--- config.mk ---
export PLATFORM = sky130hd
export DESIGN_NAME = uart_cfg
export DESIGN_NICKNAME = d
export VERILOG_FILES = /design/src/rtl/uart_cfg.sv
export SDC_FILE = /design/constraint.sdc
export NUM_CORES = 1
export LEC_CHECK = 0
export ABC_AREA = 1
export BUFFER_PORTS_ARGS = -buffer_cell sky130_fd_sc_hd__buf_2
export CAP_MARGIN = 15
export CORE_MARGIN = 5
export CORE_UTILIZATION = 44
export CTS_CLUSTER_DIAMETER = 40
export DETAILED_ROUTE_END_ITERATION = 10
export PLACE_DENSITY = 0.65
export SYNTH_ARGS = -nofsm -noshare
export SYNTH_HDL_FRONTEND = slang
export SYNTH_SLANG_ARGS = --single-unit
export TNS_END_PERCENT = 1
--- constraint.sdc ---
create_clock -name clk -period 2.75 [get_ports clk]
set_input_delay 0.4125 -clock clk [delete_from_list [all_inputs] [get_ports clk]]
set_output_delay 0.4125 -clock clk [all_outputs]
set_load 0.01 [all_outputs]
--- src/rtl/uart_cfg.sv ---
// uart_cfg -- parameterised UART: one transmitter and one receiver with an RX FIFO.
//
// Ports:
//   clk, reset        single rising-edge clock, asynchronous active-high reset
//   rx / tx           serial in (asynchronous, synchronised here) / serial out (idle high)
//   tx_valid/tx_ready/tx_data
//                     word handshake; tx_data is latched on accept
//   rx_valid/rx_ready/rx_data/rx_frame_err/rx_parity_err
//                     first-word fall-through FIFO head; pop on rx_valid && rx_ready
//   rx_overrun        sticky flag: a frame was dropped because the FIFO was full
//   rx_overrun_clr    clears rx_overrun (a simultaneous new overrun wins)
module uart_cfg #(
    parameter int CLK_FREQ  = 12000000,
    parameter int UART_FREQ = 115200,
    parameter int DATA_BITS = 8,
    parameter int PARITY    = 0,
    parameter int STOP_BITS = 1,
    parameter int RX_DEPTH  = 4
) (
    input  logic                 clk,
    input  logic                 reset,
    input  logic                 rx,
    output logic                 tx,
    input  logic                 tx_valid,
    output logic                 tx_ready,
    input  logic [DATA_BITS-1:0] tx_data,
    output logic                 rx_valid,
    input  logic                 rx_ready,
    output logic [DATA_BITS-1:0] rx_data,
    output logic                 rx_frame_err,
    output logic                 rx_parity_err,
    output logic                 rx_overrun,
    input  logic                 rx_overrun_clr
);
    localparam int BIT_CLK = (UART_FREQ > 0) ? (CLK_FREQ + UART_FREQ - 1) / UART_FREQ : 0;
    localparam int CNT_W   = $clog2(STOP_BITS * BIT_CLK + 2);
    localparam int AW      = $clog2(RX_DEPTH);

    localparam logic [CNT_W-1:0] CNT_ONE   = CNT_W'(1);
    localparam logic [CNT_W-1:0] CNT_TWO   = CNT_W'(2);
    localparam logic [CNT_W-1:0] BIT_LAST  = CNT_W'(BIT_CLK - 1);
    localparam logic [CNT_W-1:0] STOP_LAST = CNT_W'(STOP_BITS * BIT_CLK - 1);
    localparam logic [CNT_W-1:0] HALF      = CNT_W'(BIT_CLK / 2);
    localparam logic [CNT_W-1:0] MID_M1    = CNT_W'(BIT_CLK - 1);
    localparam logic [CNT_W-1:0] MID       = CNT_W'(BIT_CLK);
    localparam logic [CNT_W-1:0] MID_P1    = CNT_W'(BIT_CLK + 1);
    localparam logic [2:0]       IDX_LAST  = 3'(DATA_BITS - 1);
    localparam logic [AW:0]      PTR_ONE   = (AW+1)'(1);
    localparam logic             PAR_EN    = (PARITY != 0);
    localparam logic             PAR_ODD   = (PARITY == 1);

    generate
        if (BIT_CLK < 8) begin : g_bad_bitclk
            $error("uart_cfg: CLK_FREQ/UART_FREQ gives fewer than 8 clocks per bit");
        end
        if (DATA_BITS < 5 || DATA_BITS > 8) begin : g_bad_data
            $error("uart_cfg: DATA_BITS must be 5..8");
        end
        if (PARITY < 0 || PARITY > 2) begin : g_bad_parity
            $error("uart_cfg: PARITY must be 0, 1 or 2");
        end
        if (STOP_BITS != 1 && STOP_BITS != 2) begin : g_bad_stop
            $error("uart_cfg: STOP_BITS must be 1 or 2");
        end
        if (RX_DEPTH < 2 || (RX_DEPTH & (RX_DEPTH - 1)) != 0) begin : g_bad_depth
            $error("uart_cfg: RX_DEPTH must be a power of 2, at least 2");
        end
    endgenerate

    // ---------------------------------------------------------------- TX
    typedef enum logic [2:0] {TX_IDLE, TX_START, TX_DATA, TX_PAR, TX_STOP} tx_state_t;
    tx_state_t            tx_state;
    logic [CNT_W-1:0]     tx_cnt;
    logic [2:0]           tx_bit;
    logic [DATA_BITS-1:0] tx_shift;
    logic                 tx_par;

    always_ff @(posedge clk or posedge reset) begin
        if (reset) begin
            tx_state <= TX_IDLE;
            tx       <= 1'b1;
            tx_ready <= 1'b0;
            tx_cnt   <= '0;
            tx_bit   <= '0;
            tx_shift <= '0;
            tx_par   <= 1'b0;
        end else begin
            case (tx_state)
                TX_IDLE: begin
                    tx <= 1'b1;
                    if (tx_valid && tx_ready) begin
                        tx_shift <= tx_data;
                        tx_par   <= (^tx_data) ^ PAR_ODD;
                        tx       <= 1'b0;
                        tx_ready <= 1'b0;
                        tx_cnt   <= '0;
                        tx_state <= TX_START;
                    end else begin
                        tx_ready <= 1'b1;
                    end
                end
                TX_START, TX_DATA, TX_PAR: begin
                    if (tx_cnt == BIT_LAST) begin
                        tx_cnt <= '0;
                        if (tx_state == TX_DATA && tx_bit == IDX_LAST || tx_state == TX_PAR) begin
                            // last data bit done: parity next only when enabled
                            if (tx_state == TX_DATA && PAR_EN) begin
                                tx       <= tx_par;
                                tx_state <= TX_PAR;
                            end else begin
                                tx       <= 1'b1;
                                tx_state <= TX_STOP;
                            end
                        end else begin
                            // START or a non-final data bit: shift out the next LSB
                            tx_bit   <= (tx_state == TX_START) ? 3'd0 : tx_bit + 3'd1;
                            tx       <= tx_shift[0];
                            tx_shift <= tx_shift >> 1;
                            tx_state <= TX_DATA;
                        end
                    end else begin
                        tx_cnt <= tx_cnt + CNT_ONE;
                    end
                end
                TX_STOP: begin
                    if (tx_cnt == STOP_LAST) begin
                        tx_ready <= 1'b1;
                        tx_state <= TX_IDLE;
                    end else begin
                        tx_cnt <= tx_cnt + CNT_ONE;
                    end
                end
                default: tx_state <= TX_IDLE;
            endcase
        end
    end

    // ---------------------------------------------------------------- RX
    typedef enum logic [2:0] {RX_IDLE, RX_START, RX_DATA, RX_PAR, RX_STOP, RX_BREAK} rx_state_t;
    typedef struct packed {
        logic [DATA_BITS-1:0] data;
        logic                 ferr;
        logic                 perr;
    } rx_entry_t;

    rx_state_t            rx_state;
    logic                 rx_s1, rx_s2;
    logic [CNT_W-1:0]     rx_cnt;
    logic [2:0]           rx_bit;
    logic [DATA_BITS-1:0] rx_shift;
    logic                 rx_sa, rx_sb, rx_perr, rx_maj;
    logic                 push;
    rx_entry_t            push_entry;

    assign rx_maj = (rx_sa & rx_sb) | (rx_sa & rx_s2) | (rx_sb & rx_s2);

    // rx_cnt counts clocks since the middle of the previous bit, so every
    // data/parity/stop bit is sampled at the same offsets.
    always_ff @(posedge clk or posedge reset) begin
        if (reset) begin
            rx_s1      <= 1'b1;
            rx_s2      <= 1'b1;
            rx_state   <= RX_IDLE;
            rx_cnt     <= '0;
            rx_bit     <= '0;
            rx_shift   <= '0;
            rx_sa      <= 1'b1;
            rx_sb      <= 1'b1;
            rx_perr    <= 1'b0;
            push       <= 1'b0;
            push_entry <= '0;
        end else begin
            rx_s1 <= rx;
            rx_s2 <= rx_s1;
            push  <= 1'b0;
            case (rx_state)
                RX_IDLE: if (!rx_s2) begin
                    rx_cnt   <= CNT_ONE;
                    rx_state <= RX_START;
                end
                RX_START: begin
                    if (rx_cnt == HALF) begin
                        // line back high at mid start bit: treat as a glitch
                        rx_state <= rx_s2 ? RX_IDLE : RX_DATA;
                        rx_cnt   <= CNT_ONE;
                        rx_bit   <= '0;
                        rx_perr  <= 1'b0;
                    end else begin
                        rx_cnt <= rx_cnt + CNT_ONE;
                    end
                end
                RX_DATA, RX_PAR, RX_STOP: begin
                    rx_cnt <= rx_cnt + CNT_ONE;
                    if (rx_cnt == MID_M1) rx_sa <= rx_s2;
                    if (rx_cnt == MID)    rx_sb <= rx_s2;
                    if (rx_cnt == MID_P1) begin
                        rx_cnt <= CNT_TWO;
                        if (rx_state == RX_DATA) begin
                            rx_shift <= {rx_maj, rx_shift[DATA_BITS-1:1]};
                            rx_bit   <= rx_bit + 3'd1;
                            if (rx_bit == IDX_LAST) rx_state <= PAR_EN ? RX_PAR : RX_STOP;
                        end else if (rx_state == RX_PAR) begin
                            rx_perr  <= rx_maj ^ (^rx_shift) ^ PAR_ODD;
                            rx_state <= RX_STOP;
                        end else begin
                            push            <= 1'b1;
                            push_entry.data <= rx_shift;
                            push_entry.ferr <= ~rx_maj;
                            push_entry.perr <= rx_perr;
                            rx_state        <= rx_maj ? RX_IDLE : RX_BREAK;
                        end
                    end
                end
                RX_BREAK: if (rx_s2) rx_state <= RX_IDLE;
                default:  rx_state <= RX_IDLE;
            endcase
        end
    end

    // ---------------------------------------------------------------- RX FIFO
    rx_entry_t   mem [RX_DEPTH];
    rx_entry_t   head;
    logic [AW:0] wr_ptr, rd_ptr;
    logic        full, pop, wr_en;

    assign rx_valid      = (wr_ptr != rd_ptr);
    assign full          = (wr_ptr[AW] != rd_ptr[AW]) && (wr_ptr[AW-1:0] == rd_ptr[AW-1:0]);
    assign pop           = rx_valid && rx_ready;
    // when full, a same-cycle pop frees the slot the push overwrites
    assign wr_en         = push && (!full || pop);
    assign head          = mem[rd_ptr[AW-1:0]];
    assign rx_data       = rx_valid ? head.data : '0;
    assign rx_frame_err  = rx_valid & head.ferr;
    assign rx_parity_err = rx_valid & head.perr;

    always_ff @(posedge clk) begin
        if (wr_en) mem[wr_ptr[AW-1:0]] <= push_entry;
    end

    always_ff @(posedge clk or posedge reset) begin
        if (reset) begin
            wr_ptr     <= '0;
            rd_ptr     <= '0;
            rx_overrun <= 1'b0;
        end else begin
            if (wr_en) wr_ptr <= wr_ptr + PTR_ONE;
            if (pop)   rd_ptr <= rd_ptr + PTR_ONE;
            if (push && full && !pop) rx_overrun <= 1'b1;
            else if (rx_overrun_clr)  rx_overrun <= 1'b0;
        end
    end
endmodule

==> flow_summary.yaml, run 1 <==
status:
  outcome: "complete, no violations"
cts:
  clk_pin_slew_ns: 0.07
  cts_resized: 0
  cts.sinks: 107
  cts_setup_buffers: 0
  postCtsHoldBufs: 0
  clockBufferDepth: 2
  clk_latency_ns: 0.34
  cts_inserted_buffers: 9
  root_buffer: "clkbuf_16"
  htree_levels: 3
  cts_tree: "done"
layout:
  drive_above_1_share: 0.180
  n_antenna_cell: 0
  synthToLayoutAreaGrowth_pct: 12.3
  multiInputGateArea_um2: 1940
  fill_cells: 1061
  regArea_um2: 2880
  layout.nets: 608
routing:
  drtIter0Drc: 191
  routed_via_density: 4.97
  finalWirelength_um: 9210
  drc: 0
  drtPass1Iterations: 4
  vias: 3610
  wl_per_cell_um: 12.7
  postRouteAntennaNets: 0
setup_path:
  worst-path-stages: 7
  crit_path_end: "rx_data[7]"
  crit_slowest_cell: "dfrtp_1"
  reg2reg_to: "tx_bit[0]$_DFFE_PP0P_"
  crit_family: "simple AND/OR/NAND/NOR gates"
  cp.arrival_ns: 1.89
  startpoint_type: "register"
  crit_path_end_kind: "primary output"
  critical_path_buf_inv_count: 3
  cp-startpoint: "rd_ptr[0]$_DFFE_PP0P_"
  slowest_delay_ns: 0.49
  r2r_slack_ns: 0.95
  worst_ep_required_time_ns: 2.34
  reg2reg_depth: 8
  crit_fanout: 13
  timing.rr.start: "tx_bit[0]$_DFFE_PP0P_"
  crit_top_cell: "nand2_1"
  crit_chain: "inv_1, nand2_1, a21oi_1, nand2_1, nand2_1, inv_1, buf_2"
  critPathKind: "reg -> out"
global_route:
  grt_pass1_wl_um: 16300
  grt_overflow: 0
  track_usage: 0.141
  grt_max_degree: 30
  first_global_vias: 3509
  antenna_found_initial: 0
die:
  die-height_um: 118
  die_w_um: 118
  initial_core_util: 0.450
  ios: 28
  die_area_um2: 13900
  coreArea_um2: 11400
  rows: 39
synthesis:
  syn_avg_cell_area_um2: 9.49
  synth.most_common_cell: "nand2_1"
  synth_cells: 542
  async_flop_share: 0.626
  synth.top_cells.by_count: "nand2_1 (122), dfrtp_1 (62), nor2_1 (54)"
  netlist.area_leader.share: 0.302
  synth_ff_type: "dfrtp_1"
  synth-edff-count: 40
  yosys.area.top_type: "dfrtp_1"
  ys_warn_count: 0
  synthDistinctLibCells: 37
  netlist_top_cells_area: "dfrtp_1 (30%), edfxtp_1 (23%), nand2_1 (8.9%)"
  synth_seq_cells: 107
  syn-num-nets: 571
  syn-cell-area_um2: 5140
  synth_seq_area_share: 0.561
placement:
  place_hpwl_um: 6540
  io_buffer_count: 27
  gp_congestion: 0.811
  dpl_worst_slack_ns: 0.805
power:
  power_mw: 4.65
  p_leak_nw: 2.74
  ir_drop_mv: 0.585
  power_density_nw_per_um2: 806
hold_path:
  hold_path_class: "in -> async"
sta:
  skew_ns: 0.00588
  setup_viol: 0
  final.setup.tns_ns: 0
  slew_violations: 0
  grt_setup_unrepaired: "false"
  tightestPinTransition_ns: 0.583
  hold_viol: 0
  setup_ws_ns: 0.447
  max_freq_ghz: 0.434
  period_share: 0.837
  period_minus_slack_ns: 2.30
  slew_headroom: 0.611
job:
  cap_violations: 0
## logic make-up after synthesis
| logic type | synth area share |
|---|---|
| fa+ha+maj | 0.0365 |
| compound gates | 0.108 |
| xor+xnor | 0.0221 |
| flops | 0.561 |
| buf+inv | 0.0611 |
| simple gates | 0.197 |
| mux | 0.0136 |
## state kept, by name, indices dropped and copies added, names as in the netlist, 3 cells and up
name / cells
mem: 40
push_entry: 10
rx_shift: 8
tx_shift: 8
rx_cnt: 7
tx_cnt: 7
rd_ptr: 3
rx_bit: 3
rx_state: 3
tx_bit: 3
tx_state: 3
wr_ptr: 3
## power breakdown
| group | total, mW | internal [mW] | switching, mW | leakage, nW |
|---|---|---|---|---|
| Clock | 1.29 | 0.688 | 0.599 | 0.151 |
| Combinational | 1.47 | 0.545 | 0.926 | 1.25 |
| Sequential | 1.90 | 1.79 | 0.108 | 1.33 |
## worst min path at each step
stage               startpoint                       to  slack [ns]  depth (start not counted)
2_1_floorplan  rx_s1$_DFF_PP1_          rx_s2$_DFF_PP1_        0.35                          0
3_3_place_gp   rx_s1$_DFF_PP1_          rx_s2$_DFF_PP1_        0.35                          0
3_5_place_dp   rx_s1$_DFF_PP1_          rx_s2$_DFF_PP1_        0.35                          0
4_1_cts                  reset  tx_shift[6]$_DFFE_PP0P_        0.14                          2
5_1_grt                     rx          rx_s1$_DFF_PP1_        0.14                          1
6_report                 reset    rx_cnt[0]$_DFFE_PP0P_        0.12                          2
## layout by cell type, fill, tap and decap left out, drive strengths merged
cell type  instances
a21oi              7
nor3b              2
nor2              60
xnor2              3
nand2            130
dfrtp             62
o32ai             10
inv               75
o22ai              2
dfstp              5
o21ai             71
a21boi             1
clkbuf            10
edfxtp            40
o21bai             1
clkinv             1
nor3               5
o2111ai            2
nand4              7
ha                15
xor2              10
buf               36
nand3             22
mux2i              7
## cell type report
cell class | count | area share
Sequential cell | 107 | 0.500
Multi-Input combinational cell | 355 | 0.337
Inverter | 70 | 0.0455
Clock buffer | 10 | 0.0433
Timing Repair Buffer | 36 | 0.0351
Tap cell | 143 | 0.0310
Clock inverter | 6 | 0.00889
## worst register-to-register path, delay by kind of cell (launching register included)
kind | cells | cell delay, ns
fa+ha+maj | 2 | 0.38
simple gates | 3 | 0.48
compound gates | 3 | 0.45
flops | 1 | 0.38
## through the flow
step                      utilization  cells  hold slack, ns  area [um2]
after global routing            0.506    727           0.139        5770
final                           0.506    727           0.124        5770
after CTS                       0.506    727           0.138        5770
after global placement          0.479    711           0.347        5470
after floorplan                     -    542           0.345        5140
after detailed placement        0.479    711           0.347        5470
## routing by layer
layer | share of wire | wire length, um | GRT usage | vias to the layer above
li1 | - | - | - | 1875
met1 | 0.47 | 4370 | 0.180 | 1673
met2 | 0.48 | 4390 | 0.233 | 57
met3 | 0.039 | 357 | 0.0413 | 5
met4 | 0.010 | 94 | 0.0430 | 0
met5 | 0 | 0 | 0 | -
(Power assumes the default switching activity.)
==> inputs of run 2 (changes only) <==
==> constraint.sdc (replaced) <==
create_clock -name clk -period 2.4 [get_ports clk]
set_input_delay 0.36 -clock clk [delete_from_list [all_inputs] [get_ports clk]]
set_output_delay 0.36 -clock clk [all_outputs]
set_load 0.01 [all_outputs]
==> run 2 against run 1 <==
  * Non-clock buffer count down 4
  * Die area unchanged
  * Register-to-register slack worse by 0.66 ns
  * Largest cell class unchanged
  * Critical endpoint is now rx_data[2]
  * Design area down 0.17%
  * Utilization down 0.088 points
  * Sequential share of layout area up 0.087 points
  * Largest power group unchanged
  * Wire length down 2.9%
  * Via count down 1.4%
  * Hold slack worse by 0.047 ns
  * Highest routed layer unchanged
  * Cell count down 0.55%
==> flow_summary.yaml, run 2 (synthesis gave the netlist of run 1 again) <==
status:
  outcome: "complete, no violations"
setup_path:
  crit_fanout: 13
  timing.rr.start: "rd_ptr[2]$_DFFE_PP0P_"
  crit_path_end_kind: "primary output"
  cp.arrival_ns: 1.76
  critical_path_buf_inv_count: 4
  cp-startpoint: "wr_ptr[0]$_DFFE_PP0N_"
  crit_slowest_cell: "dfrtp_1"
  critPathKind: "reg -> out"
  crit_chain: "inv_1, nand2_1, a21oi_1, buf_4, nand2_2, nand2_1, inv_1, buf_2"
  worst_ep_required_time_ns: 2.04
  crit_family: "buffers and inverters"
  startpoint_type: "register"
  slowest_delay_ns: 0.41
global_route:
  track_usage: 0.137
  grt_max_degree: 68
  busiest_layer: "met2"
  grtUsageMet1: 0.176
  antenna_found_initial: 0
  first_global_vias: 3484
  grt_pass1_wl_um: 16000
  grt_use_met3: 0.0360
  use_met2: 0.233
  grt_overflow: 0
cts:
  clk_latency_ns: 0.35
  clockBufferDepth: 2
  clk_pin_slew_ns: 0.07
  cts_tree: "done"
  cts_setup_buffers: 0
  postCtsHoldBufs: 0
  cts.sinks: 107
  cts_resized: 0
  cts_inserted_buffers: 9
  htree_levels: 3
  root_buffer: "clkbuf_16"
job:
  cap_violations: 0
routing:
  drtPass1Iterations: 4
  drtIter0Drc: 87
  finalWirelength_um: 8950
  postRouteAntennaNets: 0
  drc: 0
  routed_via_density: 4.92
  vias: 3558
  wl_per_cell_um: 12.4
layout:
  synthToLayoutAreaGrowth_pct: 12.1
  final_cell_mix: "nand2_1 (121), dfrtp_1 (62), nor2_1 (54)"
  drive_above_1_share: 0.176
  largest_reg_flops: 40
  multiInputGateArea_um2: 1950
  layout.nets: 604
  fill_cells: 1076
  regArea_um2: 2880
  layout_commonest_cell: "nand2_1"
  n_antenna_cell: 0
die:
  die-height_um: 118
  die_w_um: 118
  rows: 39
  ios: 28
  coreArea_um2: 11400
  initial_core_util: 0.450
  die_area_um2: 13900
sta:
  setup_ws_ns: 0.279
  slew_headroom: 0.358
  slew_violations: 0
  grt_setup_unrepaired: "false"
  skew_ns: 0.00869
  period_share: 0.884
  final.setup.tns_ns: 0
  tightestPinTransition_ns: 0.959
  setup_viol: 0
  max_freq_ghz: 0.471
  period_minus_slack_ns: 2.12
  hold_viol: 0
placement:
  gp_congestion: 0.832
  io_buffer_count: 27
  place_hpwl_um: 6270
  dpl_worst_slack_ns: 0.290
power:
  p_leak_nw: 2.72
  ir_drop_mv: 0.515
  power_density_nw_per_um2: 930
hold_path:
  hold_path_class: "in -> async"
[run 2: changes by cell type in the layout (fill, tap and decap cells not counted), sizes merged]
cell,previous run,this run
buf,36,32
clkbuf,10,9
clkinv,1,2
[run 2: area by class of cell]
type | instances | share of cell area
inverters | 70 | 0.0456
repair buffers | 32 | 0.0321
well taps | 143 | 0.0310
multi-input cells | 355 | 0.338
flip-flops and latches | 107 | 0.500
clock buffers | 9 | 0.0391
clock inverters | 7 | 0.0141
[run 2: path summary, 6_finish.rpt]
kind / depth (start not counted) / to / slack, ns
max: 8 / rx_data[2] / 0.28
min: 3 / rx_bit[1]$_DFFE_PP0P_ / 0.08
min reg2reg: 0 / rx_s2$_DFF_PP1_ / 0.36
max reg2reg: 5 / mem[3][0]$_DFFE_PP_ / 0.29
min in group clk: 1 / rx_s1$_DFF_PP1_ / 0.11
max in group asynchronous: 3 / tx$_DFFE_PP1P_ / 2.00
[run 2: where the power goes]
part / total, mW / internal (mW) / switching (mW)
logic: 1.72 / 0.636 / 1.08
registers: 2.16 / 2.05 / 0.109
clock network: 1.48 / 0.752 / 0.733
total: 5.36 / 3.44 / 1.92
[run 2: per-layer routing]
layer	part of all wire	routed length, um	vias up
li1	-	-	1850
met2	0.49	4400	41
met5	0	0	-
met1	0.47	4200	1665
met4	0.0039	35	0
met3	0.035	312	2
[run 2: metrics by stage]
stage	cell area (um2)	util	total power [mW]	hold slack (ns)	instances
after floorplan	5140	-	3.51	0.345	542
after detailed placement	5450	0.478	3.94	0.349	707
after CTS	5760	0.504	5.43	0.0892	723
final	5760	0.505	5.36	0.0772	723
after global routing	5760	0.505	5.76	0.0959	723
after global placement	5450	0.478	3.89	0.346	707
[run 2: tightest hold or removal path: stages]
cell	delay, ns
buf_2	0.10
inv_2	0.06
buf_12	0.31
==> inputs of run 3 (changes only) <==
--- a/config.mk
+++ b/config.mk
@@ -13,6 +13,7 @@
 export CTS_CLUSTER_DIAMETER = 40
 export DETAILED_ROUTE_END_ITERATION = 10
 export PLACE_DENSITY = 0.65
+export SETUP_SLACK_MARGIN = 0.4
 export SYNTH_ARGS = -nofsm -noshare
 export SYNTH_HDL_FRONTEND = slang
 export SYNTH_SLANG_ARGS = --single-unit
==> run 3 against run 2 <==
  * Die area is the same
  * Clock power is essentially flat
  * Critical path depth shrank 3
  * Largest cell class unchanged
  * Highest routed layer unchanged
==> flow_summary.yaml, run 3 (synthesis gave the netlist of run 1 again) <==
global_route:
  track_usage: 0.140
  grt_overflow: 0
  first_global_vias: 3635
  grt_pass1_wl_um: 16400
  antenna_found_initial: 0
  grt_max_degree: 38
power:
  swShare: 0.360
  power_frac_clock: 0.269
  pwr-share-seq: 0.396
  power_mw: 5.47
  p_leak_nw: 2.73
  p_switching_mw: 1.97
  power_density_nw_per_um2: 937
  p_int_mw: 3.50
  pwr-share-comb: 0.335
  ir_drop_mv: 0.547
routing:
  drtIter0Drc: 118
  postRouteAntennaNets: 0
  wl_per_cell_um: 12.8
  vias: 3601
  finalWirelength_um: 9250
  drtPass1Iterations: 4
  drc: 0
  routed_via_density: 4.97
setup_path:
  cp.arrival_ns: 2.00
  worst_ep_required_time_ns: 2.38
  crit_slowest_cell: "nor2_2"
  startpoint_type: "register"
  crit_top_cell: "nand2_1"
  crit_fanout: 11
  slowest_delay_ns: 0.53
  timing.rr.start: "rd_ptr[2]$_DFFE_PP0P_"
  critPathKind: "reg -> reg"
  crit_chain: "xnor2_1, nor2_1, nand2_1, nand2_1, nor2_2"
  crit_path_end_kind: "register"
  cp-startpoint: "rd_ptr[2]$_DFFE_PP0P_"
cts:
  cts.sinks: 107
  root_buffer: "clkbuf_16"
  cts_tree: "done"
  cts_inserted_buffers: 9
  htree_levels: 3
  clk_latency_ns: 0.34
  clk_pin_slew_ns: 0.08
  clockBufferDepth: 2
sta:
  grt_setup_unrepaired: "true"
  max_freq_ghz: 0.495
  period_share: 0.842
  tightestPinTransition_ns: 0.695
  hold_viol: 0
  final.setup.tns_ns: 0
  slew_headroom: 0.536
  period_minus_slack_ns: 2.02
  slew_violations: 0
  setup_viol: 0
  skew_ns: 0.00982
layout:
  n_antenna_cell: 0
  drive_above_1_share: 0.194
  post-route-cell-area_um2: 5830
  synthToLayoutAreaGrowth_pct: 13.5
  layout.nets: 605
  layout_commonest_cell: "nand2_1"
  largest_reg_flops: 40
  final_cell_mix: "nand2_1 (121), dfrtp_1 (61), nor2_1 (50)"
  fin_util: 0.511
placement:
  gp_congestion: 0.826
  io_buffer_count: 27
  place_hpwl_um: 6590
  placed_area_um2: 5460
die:
  rows: 39
  ios: 28
  die-height_um: 118
  initial_core_util: 0.450
  die_area_um2: 13900
  die_w_um: 118
  coreArea_um2: 11400
hold_path:
  hold_path_class: "in -> async"
status:
  outcome: "complete, no violations"
job:
  cap_violations: 0
## run 3: cell count changes in the layout (fill, tap and decap cells not counted), moves of 2 or more
cell     before  now
nor2_2        3    7
o32ai_1      10    8
o32ai_2       0    2
nor2_1       54   50
inv_1        51   49
## run 3: routing by layer
layer	up-vias	share of wire	track usage	wire length, um
li1	1856	-	-	-
met2	47	0.49	0.236	4510
met4	0	0.013	0.0387	123
met5	-	0	0	0
met1	1688	0.47	0.178	4320
met3	10	0.033	0.0360	304
## run 3: path summary, 6_finish.rpt
check,to,slack [ns],depth (start not counted)
min in group clk,rx_s1$_DFF_PP1_,0.11,1
hold reg to reg,rx_s2$_DFF_PP1_,0.36,0
max in group asynchronous,rx_sa$_DFFE_PP1P_,1.62,3
hold / removal,tx_shift[6]$_DFFE_PP0P_,0.11,2
setup / recovery,mem[3][0]$_DFFE_PP_,0.38,5
setup reg to reg,mem[3][0]$_DFFE_PP_,0.38,5
## run 3: final cells by class
| type | instances | area [um2] |
|---|---|---|
| flip-flops and latches | 107 | 2890 |
| clock inverters | 7 | 86.3 |
| clock buffers | 9 | 225 |
| well taps | 143 | 179 |
| multi-input cells | 355 | 1980 |
| inverters | 70 | 267 |
| repair buffers | 33 | 213 |
| fillers | 1047 | 5580 |
## run 3: per-stage QoR
step	setup slack, ns	hold WS [ns]	instances
floorplan	0.670	0.345	542
global placement	0.351	0.347	707
detailed placement	0.311	0.347	707
CTS	0.243	0.0941	723
global route	0.275	0.0918	724
finish	0.380	0.109	724
## run 3: repair_timing
action | CTS | global route
hold buffers | 0 | 0
endpoints found under the setup margin | 52 | 52
resized for setup | 1 | 16
buffers inserted | 0 | 1
gates cloned | 0 | 0
## run 3: critical path, delay by kind of cell, from the launching register on
family | cells | cell delay, ns
xor gates and xnor gates | 1 | 0.32
and+or+nand+nor | 4 | 0.92
DFF | 1 | 0.42
## run 3: power groups by stage
stage          logic, mW  clock network (mW)  registers, mW
2_1_floorplan       1.32                   0           2.19
3_3_place_gp        1.70                   0           2.19
3_5_place_dp        1.75                   0           2.19
4_1_cts             1.76                1.52           2.16
5_1_grt             2.07                1.61           2.19
6_report            1.83                1.47           2.17
